--- src/rtl/mano_pkg.sv ---
// Shared encodings for the Mano basic-computer sequence controller:
// common-bus select codes, ALU operation codes, opcode indices and the strobe bundle.
package mano_pkg;

    localparam logic [2:0] BUS_NONE = 3'd0;
    localparam logic [2:0] BUS_AR   = 3'd1;
    localparam logic [2:0] BUS_PC   = 3'd2;
    localparam logic [2:0] BUS_DR   = 3'd3;
    localparam logic [2:0] BUS_AC   = 3'd4;
    localparam logic [2:0] BUS_IR   = 3'd5;
    localparam logic [2:0] BUS_MEM  = 3'd7;

    localparam logic [1:0] ALU_AND     = 2'd0;
    localparam logic [1:0] ALU_ADD     = 2'd1;
    localparam logic [1:0] ALU_PASS_DR = 2'd2;

    localparam int D_AND = 0;
    localparam int D_ADD = 1;
    localparam int D_LDA = 2;
    localparam int D_STA = 3;
    localparam int D_BUN = 4;
    localparam int D_BSA = 5;
    localparam int D_ISZ = 6;
    localparam int D_REG = 7;

    // Every datapath control produced in one timing step.
    typedef struct packed {
        logic [2:0] bus_sel;
        logic       ar_ld;
        logic       ar_inc;
        logic       pc_ld;
        logic       pc_inc;
        logic       dr_ld;
        logic       dr_inc;
        logic       ir_ld;
        logic       ac_ld;
        logic [1:0] alu_op;
        logic       mem_rd;
        logic       mem_wr;
        logic       reg_exec;
    } ctrl_s;

endpackage

--- src/rtl/mano_seq_counter.sv ---
// Sequence counter SC with clear/increment and the one-hot timing decoder.
// Held at zero while disabled; clears itself at its terminal count.
module mano_seq_counter #(
    parameter int SC_W = 3
) (
    input  logic                 clk,
    input  logic                 rst_n,
    input  logic                 en,
    input  logic                 clr,
    output logic [2**SC_W-1:0]   t
);

    localparam logic [SC_W-1:0] SC_MAX = '1;

    logic [SC_W-1:0] sc;
    logic            wrap_guard;

    // Reaching the last state without a clear would otherwise wrap into a bogus T0.
    assign wrap_guard = (sc == SC_MAX);

    always_ff @(posedge clk or negedge rst_n) begin
        if (!rst_n) begin
            sc <= '0;
        end else if (!en || clr || wrap_guard) begin
            sc <= '0;
        end else begin
            sc <= sc + 1'b1;
        end
    end

    always_comb begin
        t = '0;
        if (en) begin
            t[sc] = 1'b1;
        end
    end

    a_no_terminal_count: assert property (
        @(posedge clk) disable iff (!rst_n) !(en && !clr && wrap_guard)
    );

endmodule

--- src/rtl/mano_seq_ctrl.sv ---
// Mano basic-computer sequence controller: S/I/opcode state, SC timing and
// Moore decode of fetch, decode, indirect and memory-reference execute strobes.
module mano_seq_ctrl
    import mano_pkg::*;
#(
    parameter int SC_W = 3
) (
    input  logic                 clk,
    input  logic                 rst_n,
    input  logic                 start,
    input  logic [2:0]           ir_op,
    input  logic                 ir_i,
    input  logic                 ir_b0,
    input  logic                 dr_zero,
    output logic                 running,
    output logic [2**SC_W-1:0]   t,
    output logic [7:0]           d,
    output logic [2:0]           bus_sel,
    output logic                 ar_ld,
    output logic                 ar_inc,
    output logic                 pc_ld,
    output logic                 pc_inc,
    output logic                 dr_ld,
    output logic                 dr_inc,
    output logic                 ir_ld,
    output logic                 ac_ld,
    output logic [1:0]           alu_op,
    output logic                 mem_rd,
    output logic                 mem_wr,
    output logic                 reg_exec
);

    logic       s_q, s_d;
    logic       i_q, i_d;
    logic [2:0] op_q, op_d;
    logic       sc_clr;
    ctrl_s      c;

    mano_seq_counter #(.SC_W(SC_W)) u_sc (
        .clk   (clk),
        .rst_n (rst_n),
        .en    (s_q),
        .clr   (sc_clr),
        .t     (t)
    );

    always_ff @(posedge clk or negedge rst_n) begin
        if (!rst_n) begin
            s_q  <= 1'b0;
            i_q  <= 1'b0;
            op_q <= 3'd0;
        end else begin
            s_q  <= s_d;
            i_q  <= i_d;
            op_q <= op_d;
        end
    end

    always_comb begin
        s_d  = s_q;
        i_d  = i_q;
        op_d = op_q;
        if (!s_q && start) begin
            s_d = 1'b1;
        end
        if (t[2]) begin
            i_d  = ir_i;
            op_d = ir_op;
        end
        // HLT is a register-reference instruction (direct) with IR[0] set.
        if (t[3] && d[D_REG] && !i_q && ir_b0) begin
            s_d = 1'b0;
        end
    end

    assign running = s_q;
    assign d       = s_q ? (8'd1 << op_q) : 8'd0;

    always_comb begin
        c      = '0;
        sc_clr = 1'b0;
        if (t[0]) begin
            c.bus_sel = BUS_PC;
            c.ar_ld   = 1'b1;
        end
        if (t[1]) begin
            c.bus_sel = BUS_MEM;
            c.mem_rd  = 1'b1;
            c.ir_ld   = 1'b1;
            c.pc_inc  = 1'b1;
        end
        if (t[2]) begin
            c.bus_sel = BUS_IR;
            c.ar_ld   = 1'b1;
        end
        if (t[3]) begin
            if (d[D_REG]) begin
                c.reg_exec = 1'b1;
                sc_clr     = 1'b1;
            end else if (i_q) begin
                c.bus_sel = BUS_MEM;
                c.mem_rd  = 1'b1;
                c.ar_ld   = 1'b1;
            end
        end
        if (t[4]) begin
            if (d[D_AND] || d[D_ADD] || d[D_LDA] || d[D_ISZ]) begin
                c.bus_sel = BUS_MEM;
                c.mem_rd  = 1'b1;
                c.dr_ld   = 1'b1;
            end else if (d[D_STA]) begin
                c.bus_sel = BUS_AC;
                c.mem_wr  = 1'b1;
                sc_clr    = 1'b1;
            end else if (d[D_BUN]) begin
                c.bus_sel = BUS_AR;
                c.pc_ld   = 1'b1;
                sc_clr    = 1'b1;
            end else if (d[D_BSA]) begin
                c.bus_sel = BUS_PC;
                c.mem_wr  = 1'b1;
                c.ar_inc  = 1'b1;
            end
        end
        if (t[5]) begin
            if (d[D_AND] || d[D_ADD] || d[D_LDA]) begin
                c.ac_ld  = 1'b1;
                c.alu_op = d[D_AND] ? ALU_AND : (d[D_ADD] ? ALU_ADD : ALU_PASS_DR);
                sc_clr   = 1'b1;
            end else if (d[D_BSA]) begin
                c.bus_sel = BUS_AR;
                c.pc_ld   = 1'b1;
                sc_clr    = 1'b1;
            end else if (d[D_ISZ]) begin
                c.dr_inc = 1'b1;
            end
        end
        // dr_zero already reflects the value incremented at T5.
        if (t[6] && d[D_ISZ]) begin
            c.bus_sel = BUS_DR;
            c.mem_wr  = 1'b1;
            c.pc_inc  = dr_zero;
            sc_clr    = 1'b1;
        end
    end

    assign bus_sel  = c.bus_sel;
    assign ar_ld    = c.ar_ld;
    assign ar_inc   = c.ar_inc;
    assign pc_ld    = c.pc_ld;
    assign pc_inc   = c.pc_inc;
    assign dr_ld    = c.dr_ld;
    assign dr_inc   = c.dr_inc;
    assign ir_ld    = c.ir_ld;
    assign ac_ld    = c.ac_ld;
    assign alu_op   = c.alu_op;
    assign mem_rd   = c.mem_rd;
    assign mem_wr   = c.mem_wr;
    assign reg_exec = c.reg_exec;

endmodule

--- config.mk ---
export PLATFORM = sky130hd
export DESIGN_NAME = mano_seq_ctrl
export DESIGN_NICKNAME = d
export VERILOG_FILES = /design/src/rtl/mano_pkg.sv /design/src/rtl/mano_seq_counter.sv /design/src/rtl/mano_seq_ctrl.sv
export SDC_FILE = /design/constraint.sdc
export NUM_CORES = 1
export LEC_CHECK = 0
export CAP_MARGIN = 10
export CORE_MARGIN = 4
export CORE_UTILIZATION = 53
export CTS_CLUSTER_DIAMETER = 150
export DETAILED_ROUTE_END_ITERATION = 10
export DONT_BUFFER_PORTS = 1
export PLACE_DENSITY = 0.71
export SLEW_MARGIN = 5
export SYNTH_ARGS = -nofsm -noshare
export SYNTH_HDL_FRONTEND = slang
export SYNTH_HIERARCHICAL = 1
export SYNTH_SLANG_ARGS = --single-unit
export TNS_END_PERCENT = 5
--- constraint.sdc ---
create_clock -name clk -period 2.55 [get_ports clk]
set_input_delay 0 -clock clk [delete_from_list [all_inputs] [get_ports clk]]
set_output_delay 0 -clock clk [all_outputs]
set_load 0.02 [all_outputs]
After elaboration in Yosys (flattened, before gate mapping)
Index checks and enable logic that the tools add are counted.
- register bits: 8
- bits of input ports: 9
- logic and storage cells: 84
- add/subtract/negate cells: 1
- order comparisons: 2
- equality and inequality tests: 1
- shift operators: 1
- mux-type cells: 61
- reductions and logical operators: 14
- operators by type and width (cell ; number):
    two-way mux 3 bit ; 14
    two-way mux 1 bit ; 34
    two-way mux 4 bit ; 4
    two-way mux 8 bit ; 2
    two-way mux 2 bit ; 6
    left shift 1 x 3 -> 8 bit (first input constant) ; 1
    logical AND 1 bit ; 6
    logical OR 1 bit ; 5
    less-than comparator 3 x 4 -> 1 bit (second input constant) ; 1
    adder 3 x 1 -> 3 bit (second input constant) ; 1
    demux 1 bit (select 3 bit) ; 1
    equality test 3 bit (second input constant) ; 1
    greater-or-equal comparator 3 x 1 -> 1 bit (second input constant) ; 1
    zero test 1 bit ; 2
    nonzero test 2 bit ; 1

Logic depth before layout (Yosys ltp)
Gate-level depths: netlist (run 1).
- depth in word-level cells: 20
- mapped depth: 8

Cells and area by module
Netlist (run 1), hierarchy kept.
- by module, submodules not included (module ; times used ; cells each ; area an instance (µm²) ; sequential area each (µm²)):
    mano_seq_ctrl ; 1 ; 82 ; 596.8 ; 125.1
    mano_seq_counter ; 1 ; 17 ; 232.7 ; 75.1

Worst setup path after synthesis (run 1)
No wires, ideal clock.
- path type: flip-flop to flip-flop
- from: register s_q, in the netlist running
- to: register u_sc.sc[1]
- library setup time: 121 ps
- arrival: 2088 ps
- data required time: 2429 ps
- path slack: 340 ps
- cell stages (with the launch flop): 7
- path buffers: 1
- cells stage by stage: dfrtp_1 buf_6 nand2_1 nor3b_1 a21boi_0 nand3_1 and4bb_2
- elaborated cells between the ends (all ways): 20
- RTL lines (item ; RTL line ; source):
    start: declaration ; mano_seq_ctrl.sv:33 ; logic s_q, s_d;
    start signal: assignment ; mano_seq_ctrl.sv:49 ; s_q <= 1'b0;
    start signal: assignment ; mano_seq_ctrl.sv:53 ; s_q <= s_d;
    two-way mux 8 bit * ; mano_seq_ctrl.sv:77 ; assign d = s_q ? (8'd1 << op_q) : 8'd0;
    net d[6] ; mano_seq_ctrl.sv:17 ; output logic [7:0] d,
    logical OR 1 bit ; mano_seq_ctrl.sv:107 ; if (d[D_AND] || d[D_ADD] || d[D_LDA] || d[D_ISZ]) begin
    two-way mux 1 bit ; mano_seq_ctrl.sv:107 ;
    two-way mux 1 bit ; mano_seq_ctrl.sv:106 ; if (t[4]) begin
    two-way mux 1 bit ; mano_seq_ctrl.sv:130 ; end else if (d[D_BSA]) begin
    two-way mux 1 bit ; mano_seq_ctrl.sv:126 ; if (d[D_AND] || d[D_ADD] || d[D_LDA]) begin
    two-way mux 1 bit ; mano_seq_ctrl.sv:125 ; if (t[5]) begin
    two-way mux 1 bit * ; mano_seq_ctrl.sv:139 ; if (t[6] && d[D_ISZ]) begin
    net sc_clr ; mano_seq_ctrl.sv:36 ; logic sc_clr;
    logical OR 1 bit * (2 in a row) ; mano_seq_counter.sv:24 ; end else if (!en || clr || wrap_guard) begin
    two-way mux 3 bit * ; mano_seq_counter.sv:24 ;
    end signal: assignment ; mano_seq_counter.sv:27 ; sc <= sc + 1'b1;
    end: declaration ; mano_seq_counter.sv:15 ; logic [SC_W-1:0] sc;
Mark *: on every way through the listed nets, which the timed path passes. The rest lies on a longest branch.
A chain may end at the register's enable or synchronous reset.

Worst setup path after layout (run 1)
- from: register s_q, in the netlist running
- to: output port bus_sel[0]
- elaborated cells between the ends (all ways): 20
- RTL lines (item ; RTL line ; source):
    two-way mux 8 bit * ; mano_seq_counter.sv:33 ; if (en) begin
    net t[3] ; mano_seq_ctrl.sv:16 ; output logic [2**SC_W-1:0] t,
    two-way mux 4 bit * ; mano_seq_ctrl.sv:96 ; if (t[3]) begin
    two-way mux 3 bit ; mano_seq_ctrl.sv:119 ; end else if (d[D_BSA]) begin
    two-way mux 3 bit ; mano_seq_ctrl.sv:115 ; end else if (d[D_BUN]) begin
    two-way mux 3 bit ; mano_seq_ctrl.sv:111 ; end else if (d[D_STA]) begin
    two-way mux 3 bit ; mano_seq_ctrl.sv:107 ;
    two-way mux 3 bit * ; mano_seq_ctrl.sv:106 ;
    two-way mux 3 bit ; mano_seq_ctrl.sv:130 ;
    two-way mux 3 bit ; mano_seq_ctrl.sv:126 ;
    two-way mux 3 bit * ; mano_seq_ctrl.sv:125 ;
    two-way mux 3 bit * ; mano_seq_ctrl.sv:139 ;
    end: declaration ; mano_seq_ctrl.sv:18 ; output logic [2:0] bus_sel,
Marked as above.

==> results.py, run 1 <==
metrics = {
    "status": {
        "status": "finished, final reports clean",
    },
    "route": {
        "first_iter_violations": 7,
        "wirelength_um": 2049,
        "drc": 0,
        "ant_nets": 0,
        "wire_per_inst_um": 16.01,
        "viasPerCell": 6.102,
        "drt_pass1_iterations": 4,
        "num_vias": 781,
    },
    "clocking": {
        "htreeDepth": 1,
        "path_clk_slew_ns": 0.05,
        "cts_buffers": 3,
        "clock_path_buffers": 2,
        "cts_tree": "yes",
        "cts.sinks": 8,
        "clk_root_buffer_cell": "clkbuf_4",
        "cts_resized": 0,
        "clock_latency_ns": 0.24,
    },
    "placed_design": {
        "place.gp.congestion": 0.8181,
        "dp_hpwl_um": 1606,
        "port_buffers": 0,
        "post-place-cells": 118,
        "place_area_um2": 878.3,
        "pre_cts_ws_ns": 0.5431,
    },
    "sta": {
        "fmax_mhz": 440.4,
        "finalHoldViolations": 0,
        "fin_worst_skew_ns": 0.0008223,
        "tightest_slew_ns": 0.6390,
        "rsz0062_at_grt": "false",
        "worst_slack_ns": 0.2792,
        "post-route-min-period_ns": 2.271,
        "slew_headroom": 0.5695,
        "slew_violations": 0,
        "report.final.setup_viol": 0,
        "fin_crit_sh": 0.8905,
        "tns_ns": 0,
    },
    "synth": {
        "yosysUniqueCellTypes": 42,
        "yosysWarnings": 6,
        "ys_ff_latch": 8,
        "synth_cells": 99,
        "syn_area_per_cell_um2": 8.379,
        "yosys.area.top_type": "dfrtp_1",
        "synthTopCellsByArea": "dfrtp_1, mux2_2, and4b_1, and4bb_1, nand2_1",
        "synth_nets": 110,
        "netlist_area_um2": 829.5,
        "yosysTopAreaCellShare": 0.2413,
        "yosysSeqAreaShare": 0.2413,
    },
    "pwr": {
        "leakage_nw": 0.4510,
        "p_int_mw": 0.6336,
        "switching_share": 0.5577,
        "power_frac_clock": 0.062,
        "seq_power_share": 0.227,
        "p_sw_mw": 0.7990,
        "peakVddDrop_mv": 0.7010,
        "power-per-cell-area_mw_per_mm2": 1475,
        "pwr-share-comb": 0.711,
    },
    "finish": {
        "design_area_um2": 970.9,
        "area_growth_pct": 17.04,
        "drive_above_1_share": 0.2500,
        "layout_commonest_cell": "buf_4",
        "antenna_cells": 0,
        "finalNetCount": 125,
        "mostFrequentLayoutCells": "buf_4, nand2_1, nor2_1, dfrtp_1",
        "finalNonFillerCells": 128,
    },
    "floorplanning": {
        "ios": 42,
        "die-area_mm2": 0.002262,
        "num_rows": 14,
        "die_height_um": 47.56,
        "start_util": 0.5571,
        "core-area_mm2": 0.001489,
        "die_x_um": 47.56,
    },
    "worst_setup_path": {
        "cp_max_fo": 17,
        "cp.arrival_ns": 2.27,
        "r2r_end": "running$_DFFE_PN0P_",
        "crit_type": "flop to output pin",
        "r2r-start": "running$_DFFE_PN0P_",
        "ff2ff_path_depth": 4,
        "crit_path_start_kind": "flop",
        "r2r_setup_slack_ns": 0.40,
        "required_ns": 2.55,
        "end_kind": "output pin",
    },
    "global_routing": {
        "grt_pass1_wl_um": 3042,
        "grt_pass1_vias": 706,
        "grt_start_max_net_pins": 18,
        "antenna_found_initial": 0,
        "grt-ovfl-total": 0,
        "track_usage": 0.1883,
    },
    "flow_run": {
        "maxCapViolations": 0,
    },
    "min_path": {
        "hold_class": "primary input to async pin",
    },
}
==> per-stage QoR <==
stage,power [mW],utilization,hold slack (ns)
floorplan,1.153,-,-0.2956
global placement,1.310,0.5899,-0.2954
detailed placement,1.334,0.5899,-0.2954
CTS,1.440,0.6521,0.09508
global route,1.555,0.6521,0.1031
finish,1.433,0.6521,0.09649
==> cells in the mapped netlist <==
library cell	count
nor3b_1	2
o21ai_0	7
or2b_1	1
nor4b_1	1
dfrtp_1	8
nand2b_1	1
nor2_1	8
mux2_2	4
a21oi_1	1
inv_1	4
and4b_1	4
or3_1	2
and3_1	1
nor2_2	1
inv_2	1
nand3_1	3
nand2_1	10
a31oi_1	1
nand3_2	1
and2_0	1
or3_2	1
nor4b_2	1
nor2b_4	1
nor2b_1	1
nand3b_1	1
buf_2	1
buf_4	4
and2_2	1
a311o_1	1
clkbuf_1	2
buf_6	1
a32oi_1	1
and4bb_2	2
o311a_1	1
nor3_1	3
and4_1	2
and4bb_1	3
a21boi_0	2
ha_1	2
and2_1	3
o211ai_1	2
or3b_2	1
==> cell type report <==
class | instances | area, um2
multi-input combinational | 78 | 556.8
fill | 131 | 518.0
sequential | 8 | 200.2
timing repair buffer | 18 | 152.6
clock buffer | 3 | 22.52
tap | 16 | 20.02
inverter | 5 | 18.77
==> kinds of logic after synthesis <==
| kind of cell | after synthesis | synth area share |
|---|---|---|
| fa+ha+maj | 2 | 0.03016 |
| flops | 8 | 0.2413 |
| compound gates | 16 | 0.1267 |
| mux | 4 | 0.05429 |
| simple gates | 56 | 0.4601 |
| buf+inv | 13 | 0.08747 |
==> layer usage <==
layer | track usage | wire, um | vias to the layer above | part of all wire
met5 | 0 | 0 | - | 0
met1 | 0.2299 | 856 | 354 | 0.42
met3 | 0.04887 | 221 | 2 | 0.11
li1 | - | - | 386 | -
met4 | 0.06452 | 5 | 0 | 0.0024
met2 | 0.3209 | 966 | 39 | 0.47
==> critical path, stage by stage (launching register included) <==
cell	delay (ns)
dfrtp_1	0.59
and4b_1	0.43
nand2_1	0.16
o21ai_0	0.29
o21ai_0	0.14
o211ai_1	0.43
==> sequential cells by signal, indices dropped and copies added (netlist names) <==
| name | flops |
|---|---|
| i_q | 1 |
| running | 1 |
| u_sc/sc | 3 |
| op_q | 3 |
==> power groups by stage <==
stage / sequential (mW) / clock, mW / combinational [mW]
2_1_floorplan: 0.247 / 0 / 0.906
3_3_place_gp: 0.313 / 0 / 0.998
3_5_place_dp: 0.324 / 0 / 1.01
4_1_cts: 0.322 / 0.0950 / 1.02
5_1_grt: 0.347 / 0.0992 / 1.11
6_report: 0.325 / 0.0891 / 1.02
==> worst max-delay path by stage <==
stage	endpoint	slack [ns]	cells after the start	start
floorplan	u_sc/sc[1]$_DFF_PN0_	0.34	6	running$_DFFE_PN0P_
global placement	u_sc/sc[0]$_DFF_PN0_	0.61	7	running$_DFFE_PN0P_
detailed placement	bus_sel[0]	0.54	5	running$_DFFE_PN0P_
CTS	bus_sel[0]	0.28	5	running$_DFFE_PN0P_
global route	bus_sel[0]	0.07	5	running$_DFFE_PN0P_
finish	bus_sel[0]	0.28	5	running$_DFFE_PN0P_
==> timing repair <==
item / in CTS / in global routing
hold endpoints to repair: 13 / 0
endpoints found under the setup margin: 0 / 0
buffers inserted: 0 / 0
hold buffers: 7 / 0
No activity file was read; power rests on OpenSTA's default activity.
==> inputs of run 2 (changes only) <==
--- a/config.mk
+++ b/config.mk
@@ -15,6 +15,5 @@
 export SLEW_MARGIN = 5
 export SYNTH_ARGS = -nofsm -noshare
 export SYNTH_HDL_FRONTEND = slang
-export SYNTH_HIERARCHICAL = 1
 export SYNTH_SLANG_ARGS = --single-unit
 export TNS_END_PERCENT = 5
==> run 2 against run 1 <==
  * Synthesized cell count grew 11%
  * Sequential power is 25% higher
  * Critical path depth shrank 1
  * Combinational power barely moved
  * Largest cell class unchanged
==> results.py, run 2 <==
metrics = {
    "synth": {
        "synth-edff-count": 0,
        "syn_area_per_cell_um2": 8.156,
        "synth_nets": 121,
        "synth_top_family_by_area": "simple AND/OR/NAND/NOR gates",
        "synth_compound_area_frac": 0.1674,
        "synth_flop_cell": "dfrtp_1",
        "netlist_area_um2": 897.1,
        "yosysSeqAreaShare": 0.2232,
        "yosysWarnings": 0,
        "yosysTopAreaCellShare": 0.2232,
        "ys_ff_latch": 8,
        "synth.most_common_cell": "inv_1",
        "synth.mux.area_fraction": 0.06137,
        "yosysUniqueCellTypes": 39,
        "synthXorXnorAreaFrac": 0,
        "async_flop_share": 1.000,
        "synth_fa_ha_area_frac": 0.02789,
        "yosys.area.top_type": "dfrtp_1",
        "synth-simple-area-share": 0.3975,
        "synth_cells": 110,
        "synthTopCellsByArea": "dfrtp_1, mux2_2, inv_1, nor3_1, buf_4",
        "synth_commonest_cells": "inv_1, nor2_1, dfrtp_1, nor3_1",
    },
    "floorplanning": {
        "die-area_mm2": 0.002415,
        "core-area_mm2": 0.001559,
        "die_height_um": 49.14,
        "ios": 42,
        "start_util": 0.5754,
        "die_x_um": 49.14,
        "num_rows": 14,
    },
    "clocking": {
        "clock_path_buffers": 2,
        "cts_tree": "yes",
        "clk_root_buffer_cell": "clkbuf_4",
        "path_clk_slew_ns": 0.06,
        "clock_latency_ns": 0.26,
        "htreeDepth": 1,
        "cts.sinks": 8,
        "cts_buffers": 3,
    },
    "placed_design": {
        "post-place-cells": 121,
        "port_buffers": 0,
        "dp_hpwl_um": 1560,
        "place.gp.congestion": 0.7915,
    },
    "route": {
        "viasPerCell": 6.344,
        "drt_pass1_iterations": 4,
        "ant_nets": 0,
        "wire_per_inst_um": 16.05,
        "drc": 0,
        "wirelength_um": 2102,
        "first_iter_violations": 5,
        "num_vias": 831,
    },
    "finish": {
        "area_growth_pct": 9.066,
        "mostFrequentLayoutCells": "inv_1, nor2_1, nor3_1, dfrtp_1, dlygate4sd3_1",
        "finalNonFillerCells": 131,
        "drive_above_1_share": 0.1739,
        "fillers": 140,
        "layout_commonest_cell": "inv_1",
        "antenna_cells": 0,
        "finalNetCount": 128,
        "reg_top3": "op_q x3, u_sc.sc x3",
    },
    "worst_setup_path": {
        "r2r-start": "running$_DFFE_PN0P_",
        "r2r_setup_slack_ns": 0.30,
        "cpPeakStageDelay_ns": 0.66,
        "crit_chain": "nand4_1 > nor2_1 > a31oi_1 > dlygate4sd3_1",
        "crit_type": "flop to flop",
        "ff2ff_path_depth": 4,
        "cp_max_fo": 15,
        "crit_path_start_kind": "flop",
        "end_kind": "flop",
        "critPathBufInv": 1,
        "crit_path_top_delay_cell": "dfrtp_1",
        "required_ns": 2.68,
        "cp.arrival_ns": 2.38,
        "r2r_end": "running$_DFFE_PN0P_",
        "crit_family": "simple AND/OR/NAND/NOR gates",
    },
    "sta": {
        "fmax_mhz": 444.4,
        "finalHoldViolations": 0,
        "slew_headroom": 0.5646,
        "post-route-min-period_ns": 2.250,
        "fin_crit_sh": 0.8825,
        "report.final.setup_viol": 0,
        "tightest_slew_ns": 0.6481,
        "tns_ns": 0,
        "rsz0062_at_grt": "false",
        "slew_violations": 0,
        "fin_worst_skew_ns": 0.006462,
    },
    "global_routing": {
        "track_usage": 0.1922,
        "grt_start_max_net_pins": 21,
        "antenna_found_initial": 0,
        "grt_pass1_wl_um": 3732,
        "grt-ovfl-total": 0,
        "grt_pass1_vias": 726,
    },
    "status": {
        "status": "finished, final reports clean",
    },
    "pwr": {
        "peakVddDrop_mv": 0.8283,
        "power-per-cell-area_mw_per_mm2": 1542,
        "power_frac_clock": 0.064,
        "pwr-share-comb": 0.666,
        "switching_share": 0.5755,
        "p_int_mw": 0.6405,
        "leakage_nw": 0.4586,
        "seq_power_share": 0.270,
        "p_sw_mw": 0.8686,
    },
    "flow_run": {
        "maxCapViolations": 0,
    },
    "min_path": {
        "hold_class": "primary input to async pin",
    },
}
-- run 2: cell count changes after synthesis, sizes merged, moves of 4 or more --
cell / change
nor3: +5
nand4b: +5
and2: -5
nand2b: +5
and4b: -4
nand2: -4
and4bb: -5
inv: +6
o21ai: -7
buf: +4
-- run 2: worst reg2reg max path, delay by kind of cell (launching register included) --
kind,cells,cell delay (ns)
flops,1,0.66
buf+inv,1,0.57
compound gates,1,0.13
simple gates,2,0.78
-- run 2: power by group through the flow --
stage / registers, mW / logic [mW] / clock network, mW
6_report: 0.407 / 1.00 / 0.0969
5_1_grt: 0.438 / 1.10 / 0.110
4_1_cts: 0.404 / 1.02 / 0.0959
3_5_place_dp: 0.408 / 1.00 / 0
3_3_place_gp: 0.397 / 0.987 / 0
2_1_floorplan: 0.255 / 1.03 / 0
-- run 2: repair_timing --
action | CTS | global route
hold buffers | 7 | 0
buffers inserted | 0 | 0
endpoints found under the hold margin | 13 | 0
gates resized for setup | 0 | 0
-- run 2: worst max-delay path by stage --
stage / startpoint / end / depth (start not counted)
floorplan: running$_DFFE_PN0P_ / bus_sel[1] / 4
global placement: u_sc.sc[2]$_DFF_PN0_ / mem_rd / 5
detailed placement: u_sc.sc[2]$_DFF_PN0_ / mem_rd / 5
CTS: running$_DFFE_PN0P_ / running$_DFFE_PN0P_ / 4
global route: running$_DFFE_PN0P_ / running$_DFFE_PN0P_ / 4
finish: running$_DFFE_PN0P_ / running$_DFFE_PN0P_ / 4
-- run 2: layout make-up --
cell class / instances / area (um2) / area share
inverters: 11 / 41.29 / 0.04220
multi-input cells: 81 / 586.8 / 0.5997
well taps: 16 / 20.02 / 0.02046
flip-flops and latches: 8 / 200.2 / 0.2046
clock buffers: 3 / 22.52 / 0.02302
repair buffers: 12 / 107.6 / 0.1100
-- run 2: logic make-up (layout without fill, tap and decap cells) --
| family | Yosys count | in the layout |
|---|---|---|
| flops | 8 | 8 |
| fa+ha+maj | 2 | 2 |
| mux | 5 | 5 |
| simple gates | 55 | 55 |
| buf+inv | 21 | 26 |
| compound gates | 19 | 19 |
-- run 2: stage by stage --
stage          total power, mW  area, um2  hold WS, ns    util  setup slack (ns)
2_1_floorplan            1.285      897.1      -0.2956       -            0.7910
3_3_place_gp             1.384      885.9      -0.2954  0.5682            0.8161
3_5_place_dp             1.410      885.9      -0.2955  0.5682            0.7628
4_1_cts                  1.516      978.4      0.09690  0.6276            0.3168
5_1_grt                  1.647      978.4       0.1160  0.6276            0.1414
6_report                 1.509      978.4      0.08370  0.6276            0.2996
-- run 2: per-layer routing --
layer  GRT usage  wire, um
met1      0.2552       900
met5           0         0
met3     0.07951       164
met2      0.2790      1010
met4     0.06161        27
==> inputs of run 3 (changes only) <==
--- a/config.mk
+++ b/config.mk
@@ -15,5 +15,6 @@
 export SLEW_MARGIN = 5
 export SYNTH_ARGS = -nofsm -noshare
 export SYNTH_HDL_FRONTEND = slang
+export SYNTH_HIERARCHICAL = 1
 export SYNTH_SLANG_ARGS = --single-unit
 export TNS_END_PERCENT = 5
==> constraint.sdc (replaced) <==
create_clock -name clk -period 2.8 [get_ports clk]
set_input_delay 0 -clock clk [delete_from_list [all_inputs] [get_ports clk]]
set_output_delay 0 -clock clk [all_outputs]
set_load 0.02 [all_outputs]
==> run 3 against run 2 <==
  * Worst setup slack got worse by 0.035 ns
  * Total power shrank 15%
  * Critical endpoint is now bus_sel[1]
  * Final area is 5.4% lower
  * Sequential share of layout area is 1.2 points higher
  * Hold slack better by 0.0048 ns
  * Register-to-register slack improved by 0.12 ns
  * Non-clock buffer count did not move
  * Cell count down 6.9%
==> results.py, run 3 (synthesis gave the netlist of run 1 again) <==
metrics = {
    "pwr": {
        "p_sw_mw": 0.7339,
        "p_int_mw": 0.5478,
        "peakVddDrop_mv": 0.5943,
        "pwr-share-comb": 0.698,
        "power_frac_clock": 0.067,
        "switching_share": 0.5726,
        "leakage_nw": 0.4203,
        "seq_power_share": 0.235,
        "power-per-cell-area_mw_per_mm2": 1384,
    },
    "global_routing": {
        "grt_pass1_vias": 669,
        "grt_pass1_wl_um": 2987,
        "track_usage": 0.1896,
        "grt-ovfl-total": 0,
        "antenna_found_initial": 0,
        "grt_start_max_net_pins": 22,
    },
    "worst_setup_path": {
        "cp.arrival_ns": 2.54,
        "cp_max_fo": 21,
        "crit_path_start_kind": "flop",
        "r2r_setup_slack_ns": 0.42,
        "end_kind": "output pin",
        "required_ns": 2.80,
        "crit_type": "flop to output pin",
    },
    "finish": {
        "antenna_cells": 0,
        "drive_above_1_share": 0.2075,
        "regArea_um2": 200.2,
        "mostFrequentLayoutCells": "nand2_1, nor2_1, dfrtp_1, o21ai_0, dlygate4sd3_1",
        "area_growth_pct": 11.61,
        "design_area_um2": 925.9,
        "fillers": 140,
        "layout_commonest_cell": "nand2_1",
        "finalNetCount": 119,
        "reg_top3": "op_q x3, u_sc/sc x3",
        "multi_input_area_um2": 556.8,
    },
    "route": {
        "drt_pass1_iterations": 4,
        "viasPerCell": 6.320,
        "num_vias": 771,
        "ant_nets": 0,
        "drc": 0,
        "first_iter_violations": 6,
        "wire_per_inst_um": 17.17,
        "wirelength_um": 2095,
    },
    "sta": {
        "fin_crit_sh": 0.9056,
        "tightest_slew_ns": 0.6761,
        "slew_headroom": 0.5458,
        "fmax_mhz": 394.4,
        "slew_violations": 0,
        "report.final.setup_viol": 0,
        "finalHoldViolations": 0,
        "fin_worst_skew_ns": 0.005077,
        "rsz0062_at_grt": "false",
        "post-route-min-period_ns": 2.536,
        "tns_ns": 0,
    },
    "flow_run": {
        "maxCapViolations": 0,
    },
    "floorplanning": {
        "ios": 42,
        "num_rows": 14,
        "core-area_mm2": 0.001489,
        "start_util": 0.5571,
        "die_x_um": 47.56,
        "die-area_mm2": 0.002262,
        "die_height_um": 47.56,
    },
    "clocking": {
        "cts_buffers": 3,
        "cts_resized": 0,
        "cts_hold_buf": 7,
        "path_clk_slew_ns": 0.05,
        "cts.sinks": 8,
        "clk_root_buffer_cell": "clkbuf_4",
        "clock_latency_ns": 0.25,
        "clock_path_buffers": 2,
        "cts_setup_buffers": 0,
        "htreeDepth": 1,
        "cts_tree": "yes",
    },
    "placed_design": {
        "place_area_um2": 833.3,
        "place.gp.congestion": 0.7927,
        "port_buffers": 0,
        "dp_hpwl_um": 1561,
    },
    "min_path": {
        "hold_class": "primary input to async pin",
    },
    "status": {
        "status": "finished, final reports clean",
    },
}
## run 3: worst paths after layout
kind / start / depth (start not counted) / endpoint
min in group clk: dr_zero / 2 / pc_inc
worst max-delay path: running$_DFFE_PN0P_ / 4 / bus_sel[1]
worst min-delay path: rst_n / 1 / u_sc/sc[1]$_DFF_PN0_
worst max register to register: running$_DFFE_PN0P_ / 4 / running$_DFFE_PN0P_
worst min register to register: i_q$_DFFE_PN0P_ / 2 / i_q$_DFFE_PN0P_
max in group asynchronous: rst_n / 1 / i_q$_DFFE_PN0P_
## run 3: critical path: stages (launching register included)
cell      delay (ns)
dfrtp_1         0.77
and4bb_1        0.66
nor2_1          0.09
or3_1           0.35
a311o_1         0.41
## run 3: power groups by stage
stage / Sequential [mW] / Combinational [mW] / Clock, mW
floorplan: 0.225 / 0.825 / 0
global placement: 0.288 / 0.870 / 0
detailed placement: 0.297 / 0.887 / 0
CTS: 0.295 / 0.899 / 0.0918
global route: 0.315 / 0.969 / 0.0983
finish: 0.301 / 0.895 / 0.0863
## run 3: stage by stage
step / power [mW] / util / hold WS [ns] / setup slack [ns] / std cells
finish: 1.282 / 0.6218 / 0.08850 / 0.2642 / 122
global route: 1.382 / 0.6218 / 0.1015 / 0.1224 / 122
CTS: 1.286 / 0.6218 / 0.08415 / 0.2615 / 122
detailed placement: 1.184 / 0.5597 / -0.2954 / 0.4853 / 112
global placement: 1.159 / 0.5597 / -0.2954 / 0.5623 / 112
floorplan: 1.050 / - / -0.2956 / 0.5905 / 99
## run 3: area by class of cell
type,count,area share
clock buffers,3,0.02432
well taps,16,0.02162
multi-input cells,78,0.6014
inverters,5,0.02027
repair buffers,12,0.1162
flip-flops and latches,8,0.2162
## run 3: per-layer routing
layer / share of wire / vias up / wire length (um) / track usage
met5: 0 / - / 0 / 0
met4: 0.011 / 0 / 22 / 0.09677
met3: 0.10 / 4 / 210 / 0.02256
met2: 0.48 / 30 / 1012 / 0.3449
met1: 0.41 / 360 / 849 / 0.2151
li1: - / 377 / - / -
